## src/rtl/hazard_ctrl.sv

```systemverilog
// hazard_ctrl: pipeline stall/flush sequencer with bounded data-memory waits and a stall-cycle counter
module hazard_ctrl #(
  parameter int MEM_TIMEOUT = 16,
  parameter int CNT_W = 16
) (
  input  logic             clk,
  input  logic             rst_n,
  input  logic [4:0]       id_rs1,
  input  logic [4:0]       id_rs2,
  input  logic             id_uses_rs1,
  input  logic             id_uses_rs2,
  input  logic [4:0]       ex_rd,
  input  logic             ex_mem_to_reg,
  input  logic             ex_reg_wr_en,
  input  logic             ex_redirect,
  input  logic             mem_req,
  input  logic             dmem_ready,
  output logic             pc_stall,
  output logic             if_id_stall,
  output logic             if_id_flush,
  output logic             id_ex_stall,
  output logic             id_ex_flush,
  output logic             ex_mem_stall,
  output logic             ex_mem_flush,
  output logic             mem_wb_stall,
  output logic             mem_wb_flush,
  output logic             mem_timeout_err,
  output logic [CNT_W-1:0] stall_cycles
);
  localparam int WW = $clog2(MEM_TIMEOUT + 1);
  typedef enum logic [1:0] {RUN, MEM_WAIT, HALT} state_t;
  state_t state, state_nx;
  logic [WW-1:0] wait_cnt, wait_nx;
  logic load_use, mem_stall;
  assign load_use = ex_mem_to_reg && ex_reg_wr_en && ex_rd != 5'd0 &&
                    ((id_uses_rs1 && id_rs1 == ex_rd) || (id_uses_rs2 && id_rs2 == ex_rd));
  assign mem_stall = mem_req && !dmem_ready && state != HALT;
  always_comb begin
    pc_stall = 1'b0;
    if_id_stall = 1'b0;
    if_id_flush = 1'b0;
    id_ex_stall = 1'b0;
    id_ex_flush = 1'b0;
    ex_mem_stall = 1'b0;
    ex_mem_flush = 1'b0;
    mem_wb_stall = 1'b0;
    mem_wb_flush = 1'b0;
    if (rst_n) begin
      if (state == HALT) begin
        pc_stall = 1'b1;
        if_id_stall = 1'b1;
        id_ex_stall = 1'b1;
        ex_mem_stall = 1'b1;
        mem_wb_stall = 1'b1;
      end else if (mem_stall) begin
        pc_stall = 1'b1;
        if_id_stall = 1'b1;
        id_ex_stall = 1'b1;
        ex_mem_stall = 1'b1;
        mem_wb_flush = 1'b1;
      end else if (ex_redirect) begin
        if_id_flush = 1'b1;
        id_ex_flush = 1'b1;
      end else if (load_use) begin
        pc_stall = 1'b1;
        if_id_stall = 1'b1;
        id_ex_flush = 1'b1;
      end
    end
  end
  always_comb begin
    state_nx = state;
    wait_nx = wait_cnt;
    if (state == RUN && mem_stall) begin
      state_nx = MEM_WAIT;
      wait_nx = WW'(1);
    end else if (state == MEM_WAIT) begin
      if (!mem_stall) begin
        state_nx = RUN;
        wait_nx = '0;
      end else if (wait_cnt == WW'(MEM_TIMEOUT - 1)) begin
        state_nx = HALT;
      end else begin
        wait_nx = wait_cnt + WW'(1);
      end
    end
  end
  always_ff @(posedge clk) begin
    if (!rst_n) begin
      state <= RUN;
      wait_cnt <= '0;
      stall_cycles <= '0;
      mem_timeout_err <= 1'b0;
    end else begin
      state <= state_nx;
      wait_cnt <= wait_nx;
      if (state_nx == HALT) mem_timeout_err <= 1'b1;
      if (pc_stall && stall_cycles != '1) stall_cycles <= stall_cycles + CNT_W'(1);
    end
  end
endmodule

```

## config.mk

```make
export PLATFORM = sky130hd
export DESIGN_NAME = hazard_ctrl
export DESIGN_NICKNAME = d
export VERILOG_FILES = /design/src/rtl/hazard_ctrl.sv
export SDC_FILE = /design/constraint.sdc
export NUM_CORES = 1
export LEC_CHECK = 0
export CORE_MARGIN = 2
export CORE_UTILIZATION = 42
export CTS_BUF_LIST = sky130_fd_sc_hd__clkbuf_16
export DETAILED_ROUTE_END_ITERATION = 8
export PLACE_DENSITY_LB_ADDON = 0.15
export RECOVER_POWER = 25
export SLEW_MARGIN = 20
export SYNTH_ARGS = -nofsm -noshare
export SYNTH_HDL_FRONTEND = slang
export SYNTH_SLANG_ARGS = --single-unit
```

## constraint.sdc

```tcl
create_clock -name clk -period 2.64 [get_ports clk]
set_input_delay 0.528 -clock clk [delete_from_list [all_inputs] [get_ports clk]]
set_output_delay 0.528 -clock clk [all_outputs]
set_load 0.02 [all_outputs]
```

* Word-level counts from Yosys, hierarchy flattened
Cells that the tools add are included.
Word-level totals: bits in registers 24, word-level logic and storage cells 63
Cells by class: $add $sub $neg 2, equality and inequality tests 10, muxes and demuxes 28, bitwise logic cells 1, reduce and logical (&&, ||, !) cells 17
Operator list (number):
- two-way mux 1 bit | 22
- adder 16 x 1 -> 16 bit (second input constant) | 1
- inequality test 16 bit (second input constant) | 1
- == test 5 bit | 2
- two-way mux 5 bit | 2
- logical AND 1 bit | 9
- two-way mux 2 bit | 4
- adder 5 x 1 -> 5 bit (second input constant) | 1
- == test 5 x 4 -> 1 bit (second input constant) | 1
- nonzero test 5 bit | 1
- == test 2 bit (second input constant) | 2
- inequality test 2 bit (second input constant) | 2
- AND reduction 2 bit | 2
- inequality test 3 bit (second input constant) | 1
- == test 2 x 1 -> 1 bit (second input constant) | 1
- logical NOT 2 bit | 1
- nonzero test 2 bit | 1
- OR reduction 2 bit | 1
- logical NOT 1 bit | 1
- logical OR 1 bit | 1
- inverter 1 bit | 1

* Logic depth before layout (Yosys ltp)
Gate-level depths: netlist of the first run.
word-level depth 10, gate-level depth with buffers 9

* Worst setup path after synthesis of the first run
No wires, ideal clock.
kind input to output, start input dmem_ready, end output pc_stall, data arrival time 1.776 ns, required time 2.112 ns, setup slack 0.336 ns, cell stages on the path 4, path buffers 1, cell sequence nand2b_1 > a21oi_1 > o21bai_1 > buf_4
On the way: longest elaborated chain between the ends 6
RTL lines:
- start: declaration | RTL line 17 | input logic dmem_ready,
- logical NOT 1 bit | RTL line 37 | assign mem_stall = mem_req && !dmem_ready && state != HALT;
- logical AND 1 bit (2 in series) | RTL line 37
- two-way mux 1 bit (3 in series)
- end: declaration | RTL line 18 | output logic pc_stall,
Every way passes these cells.

* Worst setup path in the final report of the first run
start input dmem_ready, end output id_ex_stall
On the way: longest elaborated chain between the ends 6
RTL lines:
- logical NOT 1 bit | RTL line 37
- logical AND 1 bit (2 in series) | RTL line 37
- two-way mux 1 bit | RTL line 55 | end else if (mem_stall) begin
- two-way mux 1 bit | RTL line 49 | if (state == HALT) begin
- two-way mux 1 bit | RTL line 48 | if (rst_n) begin
- end: declaration | RTL line 21 | output logic id_ex_stall,
Every way passes these cells.

==> reports/qor.txt, run 1 <==
Max cap viols = 0
Chip Width = 61.3 um
Detailed Place HPWL = 2610 um
Layout cells sized above 1 = 10.4%
# clock sinks = 24
Net Count, Synth = 196
Synth unique cells = 40
Total track usage = 19.3%
CTS tree = done
Share of the synthesized area in the top cell type = 34.8%
R2R Path End = stall_cycles[15]$_SDFFE_PN0P_
Die Area = 3760 sq um
Reg2reg start = stall_cycles[0]$_SDFFE_PN0P_
Critical Path RT = 2.11 ns
Final GP Congestion = 0.809
Dpl ws = -0.442 ns
Worst Hold Path Cells = 2
Vias in the first global route = 1,319
CP startpoint = dmem_ready
Synth Area in Simple Gates = 24.4%
Top FF cell, synth = dfxtp_1
Drt wl/cell = 12.9 um
Critical Path AT = 2.04 ns
Tightest Hold Check Type = flip-flop to flip-flop
Maximum clock path buffer count = 2
Ports = 50
Post-CTS setup buffers = 0
Hold_ws = 0.462 ns
Worst R2R Setup Slack = 0.65 ns
Largest family of logic cells by synthesized area = simple AND/OR/NAND/NOR gates
Initial core utilization = 44.8%
Post-synth EDFFs = 0
Inserted Clock Buffers = 3
Synthesized flop and latch total = 24
Worst vdd ir = 0.000256 V
Most common cell in the netlist = dfxtp_1
Final period util = 97.3%
Clock Skew = 0.00206 ns
Final #Nets = 249
Leak pwr = 0.789 nW
Asr flop ratio synth = 0%
Core ar. = 3080 sq um
Crit-path max FO = 3
Initial antenna violation count = 0
Via count = 1,402
Hold_sp = mem_timeout_err$_SDFFE_PN0N_
First-pass GRT wire length = 5530 um
Crit path time final = 2.57 ns
Setup CP Type = input port to output pin
Synth top cells by count = 24 x dfxtp_1, 13 x nand2_1, 12 x a21oi_1, 12 x nor2_1, 11 x xnor2_1
Grt ovf = 0
DRC violations left = 0
Diode count = 0
Fin. max-slew vios = 0
Mux contribution to synthesized area = 1.45%
Final setup fails = 0
Row cnt = 20
Vias per Instance = 5.29
Power Density = 470 nW/um^2
Clock transition at path regs = 0.06 ns
# port buffers = 48
Max frequency = 389 MHz
Pin count of the biggest net entering global routing = 30
WHS Endpoint = mem_timeout_err$_SDFFE_PN0N_
H-tree depth = 1
DRT iter0 DRCs = 48
R2r worst-path depth = 7
Post-synthesis xor/xnor area fraction = 8.88%
Post-Synthesis Cells = 169
Top cells by area, synth = dfxtp_1 35%, xnor2_1 7.0%, a21oi_1 4.4%
First-pass detailed-route iteration total = 4
Clock root cell = clkbuf_16
Clock Latency Late Sink = 0.26 ns
Unrepaired setup endpoints after global routing = false
Chip Height = 61.3 um
Synthesized area per cell = 8.17 sq um
Fin. Hold Viols = 0
Status = completed
Synth Area in Compound Gates = 20.6%
Setup WS post-layout = 0.0723 ns
Worst Setup End Kind = output pin
Register area share after synthesis = 34.8%
Syn. warnings = 0
Final wirelength = 3410 um
Startpoint types = input port
Post-Syn Area = 1380 sq um
Area Growth Syn to Fin = 48.3%
Area leader, netlist = dfxtp_1
Post-DRT Antenna Nets = 0
Synth Area in Adders = 2.72%
stage by stage:
| step | total power, mW | setup TNS [ns] | std cells | utilization, % | cell area (sq um) |
|---|---|---|---|---|---|
| finish | 0.961 | 0 | 265 | 66.5 | 2050 |
| detailed placement | 0.544 | -1.40 | 261 | 63.0 | 1940 |
| floorplan | 0.463 | 0 | 169 | - | 1380 |
| global placement | 0.540 | -1.11 | 261 | 63.0 | 1940 |
| global route | 1.00 | 0 | 265 | 66.5 | 2050 |
| CTS | 0.966 | 0 | 265 | 65.8 | 2020 |
registers in the layout, summed over array words and instances, names as in the netlist:
| signal | cells |
|---|---|
| state | 2 |
| stall_cycles | 16 |
| mem_timeout_err | 1 |
| wait_cnt | 5 |
area by class of cell:
class                           count  area [sq um]
Inverter                            6          22.5
Clock buffer                        3          75.1
Fill cell                         265          1030
Timing Repair Buffer               59           561
Sequential cell                    24           480
Clock inverter                      1          30.0
Tap cell                           44          55.1
Multi-Input combinational cell    128           823
layout by cell type, fill, tap and decap left out, types with 4 or more instances in the layout:
cell type / synthesis / layout
a21oi_1: 12 / 12
and3_1: 4 / 4
buf_4: 4 / 9
clkdlybuf4s50_1: 0 / 34
dfxtp_1: 24 / 24
dlygate4sd3_1: 0 / 5
inv_1: 6 / 6
nand2_1: 13 / 13
nand2b_1: 5 / 4
nand3_1: 7 / 7
nand4_1: 4 / 4
nor2_1: 12 / 12
o211ai_1: 6 / 6
o21ai_0: 4 / 4
o21ai_1: 7 / 7
o31ai_1: 6 / 6
or3_1: 8 / 8
xnor2_1: 11 / 11
worst max path at each step:
| stage | end | slack (ns) | cells past startpoint |
|---|---|---|---|
| 4_1_cts | id_ex_flush | 0.006 | 7 |
| 3_3_place_gp | if_id_stall | -0.37 | 6 |
| 6_report | id_ex_stall | 0.07 | 5 |
| 2_1_floorplan | pc_stall | 0.34 | 4 |
| 3_5_place_dp | id_ex_flush | -0.44 | 7 |
| 5_1_grt | id_ex_stall | 0.006 | 5 |
worst max-delay path, cell delays in order:
cell and delay [ns]:
clkdlybuf4s50_1 0.42, nand2b_1 0.16, a21oi_1 0.18, buf_4 0.15, clkdlybuf4s50_1 0.60
where the power goes:
part           leakage (nW)  total, mW  internal [mW]  switching [mW]
Combinational         0.544      0.155         0.0819          0.0728
Sequential            0.194      0.377          0.369         0.00798
Clock                0.0511      0.430          0.301           0.128
Total                 0.789      0.961          0.752           0.209
metal layers:
layer | wire, um | global-route usage, %
met1 | 1480 | 23.7
met2 | 1750 | 34.2
met4 | 59 | 4.04
met5 | 0 | 0
met3 | 122 | 4.62
timing repair:
item	in CTS	in global routing
pin swaps	1	2
endpoints found under the setup margin	3	4
hold buffers	0	0
gates resized for setup	16	6
logic make-up after synthesis:
logic type,Yosys count
other cells,1
fa+ha+maj,3
simple gates,63
mux,2
xor+xnor,14
buf+inv,17
flops,24
compound gates,45
Note: power is estimated with default switching activity, not from simulation.
==> inputs of run 2 (changes only) <==
--- a/config.mk
+++ b/config.mk
@@ -5,11 +5,13 @@
 export SDC_FILE = /design/constraint.sdc
 export NUM_CORES = 1
 export LEC_CHECK = 0
+export CELL_PAD_IN_SITES_DETAIL_PLACEMENT = 0
+export CELL_PAD_IN_SITES_GLOBAL_PLACEMENT = 1
 export CORE_MARGIN = 2
-export CORE_UTILIZATION = 42
+export CORE_UTILIZATION = 31
 export CTS_BUF_LIST = sky130_fd_sc_hd__clkbuf_16
 export DETAILED_ROUTE_END_ITERATION = 8
-export PLACE_DENSITY_LB_ADDON = 0.15
+export PLACE_DENSITY = 0.86
 export RECOVER_POWER = 25
 export SLEW_MARGIN = 20
 export SYNTH_ARGS = -nofsm -noshare
==> reports/qor.txt, run 2 (synthesized netlist as in run 1, its figures left out) <==
Ports = 50
Grt ovf = 0
Fin. max-slew vios = 0
Initial core utilization = 31.9%
Fin. Hold Viols = 0
Inserted Clock Buffers = 3
Combinational Power Share = 18.0%
Setup WS post-layout = 0.0775 ns
Status = completed
Unrepaired setup endpoints after global routing = false
Setup CP Type = input port to output pin
Crit path time final = 2.56 ns
Tightest Hold Check Type = flip-flop to flip-flop
Leak pwr = 0.797 nW
Critical Path AT = 2.03 ns
Critical Path RT = 2.11 ns
CTS tree = done
Total track usage = 13.1%
Hold_ws = 0.466 ns
Max frequency = 390 MHz
H-tree depth = 1
Row cnt = 24
Cell Count Post-Placement = 269
Crit path cell chain = clkdlybuf4s50_1 -> inv_1 -> buf_4 -> nor2_1 -> clkdlybuf4s50_1
Tot Pwr = 0.850 mW
Cell Count, Final, Fillers Out = 273
Max cap viols = 0
Vias per Instance = 4.99
Post-DRT Antenna Nets = 0
Final setup fails = 0
Chip Height = 70.7 um
Drt wl/cell = 12.1 um
Final #Nets = 250
Max reg flops = 16
Worst Setup End Kind = output pin
First-pass detailed-route iteration total = 4
Final wirelength = 3320 um
Clock share of power = 37.7%
Filler Cell Count = 439
Diode count = 0
Worst vdd ir = 0.000342 V
First-pass GRT wire length = 5490 um
Post-CTS Hold Fix Bufs = 0
Pin count of the biggest net entering global routing = 30
Dpl ws = -0.434 ns
Clock root cell = clkbuf_16
# clock sinks = 24
Biggest regs = stall_cycles x16, wait_cnt x5, state x2
Psw = 0.199 mW
Slowest-stage cell, CP = clkdlybuf4s50_1
# port buffers = 48
Layout cells sized above 1 = 9.50%
Sequential Power Share = 44.3%
Via count = 1,362
Vias in the first global route = 1,275
Detailed Place HPWL = 2480 um
Clock transition at path regs = 0.06 ns
Commonest non-fill, non-tap cell in the layout = clkdlybuf4s50_1
Reg with most FFs = stall_cycles
Final GP Congestion = 0.752
Clock Latency Late Sink = 0.25 ns
Largest stage delay, worst path = 0.60 ns
Chip Width = 70.7 um
Area taken by multi-input logic gates = 811 sq um
DRT iter0 DRCs = 55
Initial antenna violation count = 0
Maximum clock path buffer count = 2
Most frequent cells in the layout = 31 x clkdlybuf4s50_1, 24 x dfxtp_1, 13 x nand2_1, 12 x a21oi_1, 12 x nor2_1
Reg area = 480 sq um
Power Density = 419 nW/um^2
DRC violations left = 0
Clock Skew = 0.00163 ns
Die Area = 5000 sq um
Startpoint types = input port
Area Growth Syn to Fin = 47.0%
Switch share = 23.5%
Core ar. = 4320 sq um
Most used cell, CP = clkdlybuf4s50_1
Pint = 0.650 mW
Crit-path max FO = 13
Final period util = 97.1%
Sum Neg Setup Slack = 0 ns
==> run 2: worst paths after layout <==
check | startpoint | to | slack [ns] | cells after the start
worst max-delay path | rst_n | mem_wb_stall | 0.08 | 5
worst min-delay path | mem_timeout_err$_SDFFE_PN0N_ | mem_timeout_err$_SDFFE_PN0N_ | 0.47 | 2
worst min register to register | mem_timeout_err$_SDFFE_PN0N_ | mem_timeout_err$_SDFFE_PN0N_ | 0.47 | 2
worst max register to register | stall_cycles[0]$_SDFFE_PN0P_ | stall_cycles[9]$_SDFFE_PN0P_ | 0.67 | 7
==> run 2: cell type report <==
| type | instances | area share (%) |
|---|---|---|
| multi-input combinational | 128 | 40.0 |
| timing repair buffer | 60 | 28.3 |
| sequential | 24 | 23.7 |
| clock buffer | 3 | 3.70 |
| tap | 52 | 3.21 |
| inverter | 6 | 1.11 |
==> run 2: through the flow <==
| step | instance area [sq um] | util (%) |
|---|---|---|
| after floorplan | 1380 | - |
| after global placement | 1950 | 45.1 |
| after detailed placement | 1950 | 45.1 |
| after CTS | 2010 | 46.6 |
| after global routing | 2030 | 46.9 |
| final | 2030 | 46.9 |
==> run 2: repair_timing <==
| action | in CTS | in global routing |
|---|---|---|
| setup buffers | 1 | 0 |
| pin swaps | 1 | 1 |
| resized for setup | 15 | 6 |
| endpoints found under the setup margin | 3 | 5 |
==> run 2: critical path: cells and delay by family <==
kind,cells,cell delay [ns]
buffers and inverters,4,1.39
AND/OR/NAND/NOR,1,0.11
==> run 2: routing by layer <==
| metal | wire, um | up-vias | track usage (%) |
|---|---|---|---|
| li1 | - | 708 | - |
| met1 | 1540 | 622 | 16.7 |
| met2 | 1540 | 30 | 21.6 |
| met3 | 212 | 2 | 4.56 |
| met4 | 18 | 0 | 2.52 |
| met5 | 0 | - | 0 |
==> run 2: power groups by stage <==
stage	logic [mW]	clock network [mW]	registers, mW
after floorplan	0.0762	0	0.387
after detailed placement	0.157	0	0.385
after global placement	0.157	0	0.385
after CTS	0.155	0.331	0.376
after global routing	0.165	0.347	0.378
final	0.153	0.321	0.377
